File: config.mk
export PLATFORM = sky130hd
export DESIGN_NAME = data_sync_flat
export DESIGN_NICKNAME = d
export VERILOG_FILES = /design/src/rtl/uart_sync_pkg.sv /design/src/rtl/data_sync_if.sv /design/src/rtl/bit_sync.sv /design/src/rtl/data_sync.sv /design/src/flat_wrapper.sv
export SDC_FILE = /design/constraint.sdc
export NUM_CORES = 1
export LEC_CHECK = 0
export CORE_AREA = 4 4 41 43
export DETAILED_ROUTE_END_ITERATION = 10
export DIE_AREA = 0 0 45 47
export PLACE_DENSITY = 0.67
export SETUP_SLACK_MARGIN = 0.02
export SYNTH_ARGS = -nofsm -noshare
export SYNTH_HDL_FRONTEND = slang
export SYNTH_SLANG_ARGS = --single-unit
File: constraint.sdc
create_clock -name CLK -period 1.1 [get_ports CLK]
set_input_delay 0.22 -clock CLK [delete_from_list [all_inputs] [get_ports CLK]]
set_output_delay 0.22 -clock CLK [all_outputs]
set_load 0.005 [all_outputs]
File: src/rtl/uart_sync_pkg.sv
// Shared constants for the UART clock-domain-crossing synchronizers.
package uart_sync_pkg;

    localparam int unsigned DEF_BUS_WIDTH   = 8;
    localparam int unsigned DEF_SYNC_STAGES = 2;
    localparam int unsigned MIN_SYNC_STAGES = 2;
    localparam int unsigned MAX_SYNC_STAGES = 4;

endpackage

File: src/rtl/data_sync_if.sv
// Bus-plus-enable crossing interface: source side drives, synchronizer side receives.
interface data_sync_if #(
    parameter int unsigned BUS_WIDTH = uart_sync_pkg::DEF_BUS_WIDTH
) ();

    logic [BUS_WIDTH-1:0] unsync_bus;
    logic                 bus_enable;
    logic [BUS_WIDTH-1:0] sync_bus;
    logic                 enable_pulse;

    modport master (
        output unsync_bus,
        output bus_enable,
        input  sync_bus,
        input  enable_pulse
    );

    modport slave (
        input  unsync_bus,
        input  bus_enable,
        output sync_bus,
        output enable_pulse
    );

endinterface

File: src/rtl/bit_sync.sv
// Multi-flop synchronizer chain for level signals entering the CLK domain.
module bit_sync
    import uart_sync_pkg::*;
#(
    parameter int unsigned NUM_STAGES = DEF_SYNC_STAGES,
    parameter int unsigned WIDTH      = 1
) (
    input  logic             CLK,
    input  logic             RST,
    input  logic [WIDTH-1:0] async_in,
    output logic [WIDTH-1:0] sync_out
);

    logic [WIDTH-1:0] sync_reg [NUM_STAGES];

    // Only stage 0 samples the foreign-domain signal.
    always_ff @(posedge CLK or negedge RST) begin
        if (!RST) begin
            for (int i = 0; i < int'(NUM_STAGES); i++) begin
                sync_reg[i] <= '0;
            end
        end else begin
            sync_reg[0] <= async_in;
            for (int i = 1; i < int'(NUM_STAGES); i++) begin
                sync_reg[i] <= sync_reg[i-1];
            end
        end
    end

    assign sync_out = sync_reg[NUM_STAGES-1];

endmodule

File: src/rtl/data_sync.sv
// Destination-domain bus synchronizer: syncs the enable, captures the bus on its
// rising edge and emits a one-cycle strobe alongside the updated data.
module data_sync
    import uart_sync_pkg::*;
#(
    parameter int unsigned BUS_WIDTH  = DEF_BUS_WIDTH,
    parameter int unsigned NUM_STAGES = DEF_SYNC_STAGES
) (
    input  logic        CLK,
    input  logic        RST,
    data_sync_if.slave  bus
);

    generate
        if (NUM_STAGES < MIN_SYNC_STAGES || NUM_STAGES > MAX_SYNC_STAGES) begin : g_bad_stages
            $error("data_sync: NUM_STAGES must be within 2..4");
        end
    endgenerate

    logic                 en_s;
    logic                 prev_en;
    logic                 pulse_comb;
    logic [BUS_WIDTH-1:0] sync_bus_q;
    logic                 enable_pulse_q;

    bit_sync #(
        .NUM_STAGES (NUM_STAGES),
        .WIDTH      (1)
    ) u_en_sync (
        .CLK      (CLK),
        .RST      (RST),
        .async_in (bus.bus_enable),
        .sync_out (en_s)
    );

    assign pulse_comb = en_s & ~prev_en;

    // Bus is sampled only on the capture edge, when it is known to be stable.
    always_ff @(posedge CLK or negedge RST) begin
        if (!RST) begin
            prev_en        <= 1'b0;
            sync_bus_q     <= '0;
            enable_pulse_q <= 1'b0;
        end else begin
            prev_en        <= en_s;
            enable_pulse_q <= pulse_comb;
            if (pulse_comb) begin
                sync_bus_q <= bus.unsync_bus;
            end
        end
    end

    assign bus.sync_bus     = sync_bus_q;
    assign bus.enable_pulse = enable_pulse_q;

endmodule

File: src/flat_wrapper.sv
// flat-port wrapper written by rule: the top's interface ports become plain ports
module data_sync_flat import uart_sync_pkg::*;
#(
    parameter int unsigned BUS_WIDTH  = DEF_BUS_WIDTH,
    parameter int unsigned NUM_STAGES = DEF_SYNC_STAGES
)
  (CLK, RST, bus_unsync_bus, bus_bus_enable, bus_sync_bus, bus_enable_pulse);
  data_sync_if #(.BUS_WIDTH(BUS_WIDTH)) bus_i ();
  input  logic CLK;
  input  logic RST;
  input wire logic [$bits(bus_i.unsync_bus)-1:0] bus_unsync_bus;
  input wire logic [$bits(bus_i.bus_enable)-1:0] bus_bus_enable;
  output wire logic [$bits(bus_i.sync_bus)-1:0] bus_sync_bus;
  output wire logic [$bits(bus_i.enable_pulse)-1:0] bus_enable_pulse;
  assign bus_i.unsync_bus = bus_unsync_bus;
  assign bus_i.bus_enable = bus_bus_enable;
  assign bus_sync_bus = bus_i.sync_bus;
  assign bus_enable_pulse = bus_i.enable_pulse;
  data_sync #(.BUS_WIDTH(BUS_WIDTH), .NUM_STAGES(NUM_STAGES)) u_core (.CLK(CLK), .RST(RST), .bus(bus_i));
endmodule
== Yosys cells after proc, flatten, opt, wreduce, memory -nomap -nowiden ==
Cells that the tools add are included.
Operators by class
  bitwise operators: 2
Operators by type and width (count)
  $and 1x1->1: 1
  $not 1->1: 1
Storage, ports and cells
  register bits after elaboration: 12
  logic and storage cells: 7
  bits of input ports: 11
  output and inout bits: 9

== Longest topological paths before layout ==
Gate-level depths: netlist of the first run.
  word-level depth: 2
  gate-level depth with buffers: 3
  gate-level depth less buffers: 2

== Hierarchy ==
From an unflattened synthesis of the first run, not the netlist that was laid out.
Second synthesis, totals
  cells, all modules: 22
  area, all modules: 454.2 um^2
Modules (own cells, without submodules)
  data_sync: seq. area each 250.2 um^2, area each 404.1 um^2, cells each 20, instances 1
  bit_sync: seq. area each 50.0 um^2, area each 50.0 um^2, cells each 2, instances 1

== Worst setup path before layout of the first run ==
No wires, ideal clock.
  path kind: reg-to-reg
  start: reg u_core.prev_en
  end: reg u_core.sync_bus_q[0] (netlist: u_core.bus.sync_bus[0])
  buffers on the path: 1
  cell stages (with the launch flop): 4
  setup slack: 57 ps
  period minus slack after synthesis: 1043 ps
  data required time: 975 ps
  library setup time: 125 ps
  arrival: 918 ps
  cells stage by stage: dfrtp_1 > nor2b_4 > buf_12 > mux2_4
Between the ends
  longest elaborated chain between the ends: 2
RTL lines
  from (decl): line data_sync.sv:21  | logic prev_en;
  from (signal assigned): line data_sync.sv:45  | prev_en <= en_s;
  $not 1->1: line data_sync.sv:36  | assign pulse_comb = en_s & ~prev_en;
  $and 1x1->1: line data_sync.sv:36
  named net u_core.pulse_comb: line data_sync.sv:22  | logic pulse_comb;
  to (signal assigned): line data_sync.sv:48  | sync_bus_q <= bus.unsync_bus;
  to (decl): line data_sync.sv:23  | logic [BUS_WIDTH-1:0] sync_bus_q;
The timed path passes the listed nets, and every way through them passes these cells.
A chain may end at the register's enable or synchronous reset.

== Worst setup path in the final report of the first run ==
  start: reg u_core.prev_en
  end: reg u_core.sync_bus_q[0] (netlist: u_core.bus.sync_bus[0])
Between the ends
  longest elaborated chain between the ends: 2
RTL lines (line)
  $not 1->1: data_sync.sv:36
  $and 1x1->1: data_sync.sv:36
Every way passes these cells.

==> out/results.ini, run 1 <==
[place]
dp_worst_setup_slack_ns = 0.00969
dpl-instance-area_um2 = 666
place.gp.congestion = 0.636
numPortBuffers = 19

[clock_tree]
clock-sinks = 12
cts_made_buffers = 3
worstSkewPairLatency_ns = 0.27
clk_pin_slew_ns = 0.07
root_buffer = clkbuf_4
h-tree-depth = 1
clock_path_buffers = 2
cts_tree = done

[die]
die_w_um = 45
rows = 13
die_area_mm2 = 0.00212
start_util = 0.349
io_pins = 20
core_area_mm2 = 0.00130
die_y_um = 47

[layout]
postLayoutCellArea_um2 = 706
area_growth_pct = 55.4
postLayoutCoreUtil = 0.542
num_antenna_cells = 0
largest_register_ffs = 8
drive_gt1_frac = 0.585
layout_common_cells = 12 x dfrtp_1, 10 x clkdlybuf4s50_1, 8 x mux2_4, 8 x buf_4, 7 x buf_2
nets = 65
final.fill_count = 118
mostFrequentLayoutCell = dfrtp_1

[synthesis]
synth_compound_area_frac = 0
syn_inst = 22
synthSimpleGateAreaFrac = 0.0303
yosys.area_share.adder = 0
synth_top_family_by_area = multiplexers
ys_seq_area_frac = 0.661
synth_nets = 33
synth.area.top_cells = dfrtp_1 66%, mux2_4 26%, buf_12 4.4%
synth_top_cell_by_area = dfrtp_1
yosys_warnings = 0
yosys.area.top_type_share = 0.661
postSynthAreaPerCell_um2 = 20.6
ys_types = 4
synthMuxAreaShare = 0.264
ys_seq_elements = 12
synth_xor_area_frac = 0
syn_area_um2 = 454

[worst_setup_path]
slowest_delay_ns = 0.40
endpoint_kind = flop
setup.worst_path.class = flop to flop
required_ns = 1.26
cp_cell_sequence = nor2b_4 > buf_4 > mux2_4
arrival_ns = 1.23
critPathLaunchType = flop
cp_max_fo = 4
critPathSlowestCell = dfrtp_1

[sta]
hold_ws_ns = 0.244
drv_slew = 0
tightest_slew_ns = 0.152
finalSetupViolations = 0
finalHoldViolCount = 0
max_freq_mhz = 935
rsz0062_at_grt = yes
min_period_ns = 1.07
slew_headroom = 0.899
fin_crit_sh = 0.972
fin_ws_ns = 0.0307
clock-skew-final_ns = 0.000581

[detailed_routing]
detail_route.iter0.violations = 3
drtPass1Iterations = 3
vias = 302
ant_nets = 0
routed_wl_um = 872
viasPerCell = 4.44
drc = 0
wl_per_cell_um = 12.8

[power]
peakVddDrop_v = 0.000773
powerDensity_mw_per_mm2 = 1560
power.total_mw = 1.10
leakagePower_nw = 0.350

[global_route]
grt_usage = 0.0990
grt_max_degree = 13
grt_overflow = 0
antenna_found_initial = 0
grt_pass1_vias = 309
grt_first_pass_wirelength_um = 1410

[worst_hold_path]
hold_class = input pin to async pin

[status]
status = complete, no violations

[flow_run]
drv_cap = 0

## critical path: cells and delay by family, from the launching register on
family,cells,cell delay [ns]
buffers and inverters,1,0.15
flip-flops,1,0.40
multiplexers,1,0.29
AND/OR/NAND/NOR,1,0.12
## timing repair
action	in CTS	in global routing
endpoints found under the setup margin	14	10
setup buffers	6	0
hold buffers	0	0
gates resized for setup	33	2
## cells by family (layout without fill, tap and decap cells)
logic type / after synthesis / count (layout)
mux: 8 / 8
simple gates: 1 / 1
buf+inv: 1 / 32
flops: 12 / 12
## synth_stat cells, drive strengths merged
library cell	count
dfrtp	12
nor2b	1
mux2	8
buf	1
## where the power goes
group | leakage, nW | internal, mW | switching, mW
Clock | 0.0210 | 0.201 | 0.149
Combinational | 0.188 | 0.169 | 0.0670
Sequential | 0.142 | 0.491 | 0.0256
## per-layer routing
| layer | track usage | up-vias | part of all wire |
|---|---|---|---|
| li1 | - | 135 | - |
| met1 | 0.110 | 147 | 0.41 |
| met2 | 0.155 | 18 | 0.47 |
| met3 | 0.0383 | 2 | 0.10 |
| met4 | 0.0702 | 0 | 0.022 |
| met5 | 0 | - | 0 |
## per-stage QoR
| stage | setup TNS [ns] | instances |
|---|---|---|
| 4_1_cts | -0.0101 | 68 |
| 5_1_grt | -0.0742 | 68 |
| 6_report | 0 | 68 |
| 3_3_place_gp | 0 | 58 |
| 2_1_floorplan | 0 | 22 |
| 3_5_place_dp | 0 | 58 |
## layout make-up
class,instances,area (um2),area share
clock buffer,4,36.3,0.0514
multi-input combinational,9,134,0.190
sequential,12,300,0.426
tap,15,18.8,0.0266
timing repair buffer,28,216,0.307
## final timing paths
path                                         startpoint                        end  slack, ns  cells after the start
max                                      u_core.prev_en     u_core.bus.sync_bus[0]       0.03                      3
min                                                 RST  u_core.u_en_sync.sync_out       0.24                      2
max reg2reg                              u_core.prev_en     u_core.bus.sync_bus[0]       0.03                      3
min reg2reg                u_core.u_en_sync.sync_reg[1]  u_core.u_en_sync.sync_out       0.35                      0
max in group asynchronous                           RST     u_core.bus.sync_bus[0]       0.71                      2
min in group CLK           u_core.u_en_sync.sync_reg[1]  u_core.u_en_sync.sync_out       0.35                      0
Power figures use the tool's default switching activity.
==> run 2: changes to the inputs <==
CORE_AREA = 3 3 40 42   (was 4 4 41 43)
DIE_AREA = 0 0 43 45   (was 0 0 45 47)
SLEW_MARGIN = 10   (was unset)
==> run 2 against run 1 <==
Effect of this change:
- largest cell class unchanged
- critical path depth is the same
- routed wire length shrank 6.3%
- critical endpoint unchanged
- clock power shrank 31%
- total power shrank 9.8%
- die area shrank 8.5%
- cell count is the same
- setup slack lost 0.014 ns
- via count shrank 5.3%
- global-route usage grew 0.27 points
==> out/results.ini, run 2 (synthesized netlist as in run 1, its figures left out) <==
[worst_setup_path]
critPathSlowestCell = dfrtp_1
endpoint_kind = flop
r2r-start = u_core.prev_en
critPathLaunchType = flop
r2r_slack_ns = 0.02
r2r-end = u_core.bus.sync_bus[0]
required_ns = 1.24
cp_max_fo = 5
arrival_ns = 1.22
setup.worst_path.class = flop to flop
cp_cell_sequence = nor2b_4 > buf_4 > mux2_4
reg2regPathDepth = 3
startpoint = u_core.prev_en
crit_path_end = u_core.bus.sync_bus[0]
slowest_delay_ns = 0.40

[clock_tree]
h-tree-depth = 1
root_buffer = clkbuf_4
clock_path_buffers = 2
worstSkewPairLatency_ns = 0.25
cts_made_buffers = 3
cts_tree = done
hold_buffers = 0
clock-sinks = 12
clk_pin_slew_ns = 0.06

[sta]
slew_headroom = 0.899
drv_slew = 0
min_period_ns = 1.08
fin_crit_sh = 0.985
final.setup.tns_ns = 0
finalHoldViolCount = 0
clock-skew-final_ns = 0.00218
rsz0062_at_grt = yes
hold_ws_ns = 0.260
tightest_slew_ns = 0.151
finalSetupViolations = 0
max_freq_mhz = 923

[status]
status = complete, no violations

[place]
dp_cells = 58
place_hpwl_um = 625
place.gp.congestion = 0.666
dpl-instance-area_um2 = 666
numPortBuffers = 19

[worst_hold_path]
hold_class = input pin to async pin

[detailed_routing]
viasPerCell = 4.21
detail_route.iter0.violations = 0
drc = 0
wl_per_cell_um = 12.0
ant_nets = 0
drtPass1Iterations = 1
vias = 286
routed_wl_um = 817

[layout]
mostFrequentLayoutCell = dfrtp_1
num_antenna_cells = 0
largest_register_ffs = 8
drive_gt1_frac = 0.566
nets = 66
postLayoutCoreUtil = 0.545
postLayoutCellArea_um2 = 701
final_cell_count_no_fill = 68
layout_common_cells = 12 x dfrtp_1, 10 x clkdlybuf4s50_1, 10 x buf_4
area_growth_pct = 54.3

[power]
leakagePower_nw = 0.348
powerDensity_mw_per_mm2 = 1420
peakVddDrop_v = 0.000637

[die]
io_pins = 20
die_y_um = 45
die_w_um = 43
core_area_mm2 = 0.00128
rows = 13
start_util = 0.353
die_area_mm2 = 0.00194

[global_route]
grt_overflow = 0
grt_first_pass_wirelength_um = 1400
grt_max_degree = 13
grt_pass1_vias = 337
grt_usage = 0.102
antenna_found_initial = 0

[flow_run]
drv_cap = 0

[run 2: metal layers]
metal	track usage	up-vias	wire length (um)	share of wire
met5	0	-	0	0
met4	0.0723	0	0	0
met3	0.0279	0	71	0.087
met2	0.159	15	393	0.48
met1	0.122	135	352	0.43
li1	-	136	-	-
[run 2: where the power goes]
group	switching [mW]	internal, mW	leakage (nW)
clock network	0.116	0.126	0.0138
logic	0.0646	0.170	0.193
registers	0.0267	0.492	0.142
[run 2: critical path: cells and delay by family (launching register included)]
family | cells | cell delay, ns
multiplexers | 1 | 0.30
buffers and inverters | 1 | 0.16
AND/OR/NAND/NOR | 1 | 0.12
flip-flops | 1 | 0.40
[run 2: worst min path at each step]
| stage | slack (ns) | endpoint | depth (start not counted) |
|---|---|---|---|
| 2_1_floorplan | -0.08 | u_core.bus.enable_pulse | 0 |
| 3_3_place_gp | 0.34 | u_core.u_en_sync.sync_out | 0 |
| 3_5_place_dp | 0.34 | u_core.u_en_sync.sync_out | 0 |
| 4_1_cts | 0.26 | u_core.bus.sync_bus[5] | 2 |
| 5_1_grt | 0.28 | u_core.bus.sync_bus[5] | 2 |
| 6_report | 0.26 | u_core.bus.sync_bus[5] | 2 |
[run 2: through the flow]
stage                     power, mW  setup WS (ns)
after floorplan               0.614         0.0572
after global placement        0.755         0.0373
after detailed placement      0.761         0.0162
after CTS                      1.03        0.00889
after global routing           1.06        -0.0157
final                         0.995         0.0165
[run 2: final cells by class]
class,count,area [um2]
clock buffers,3,22.5
fillers,108,584
multi-input cells,9,134
flip-flops and latches,12,300
well taps,15,18.8
repair buffers,29,225
[run 2: timing repair]
| item | in CTS | in global routing |
|---|---|---|
| gates resized for setup | 18 | 8 |
| setup endpoints to repair | 16 | 16 |
| buffers inserted | 6 | 1 |
==> run 3: changes to the inputs <==
HOLD_SLACK_MARGIN = 0.02   (was unset)
==> results of run 3 <==
Final layout, timing and power as in run 2 (identical DEF).
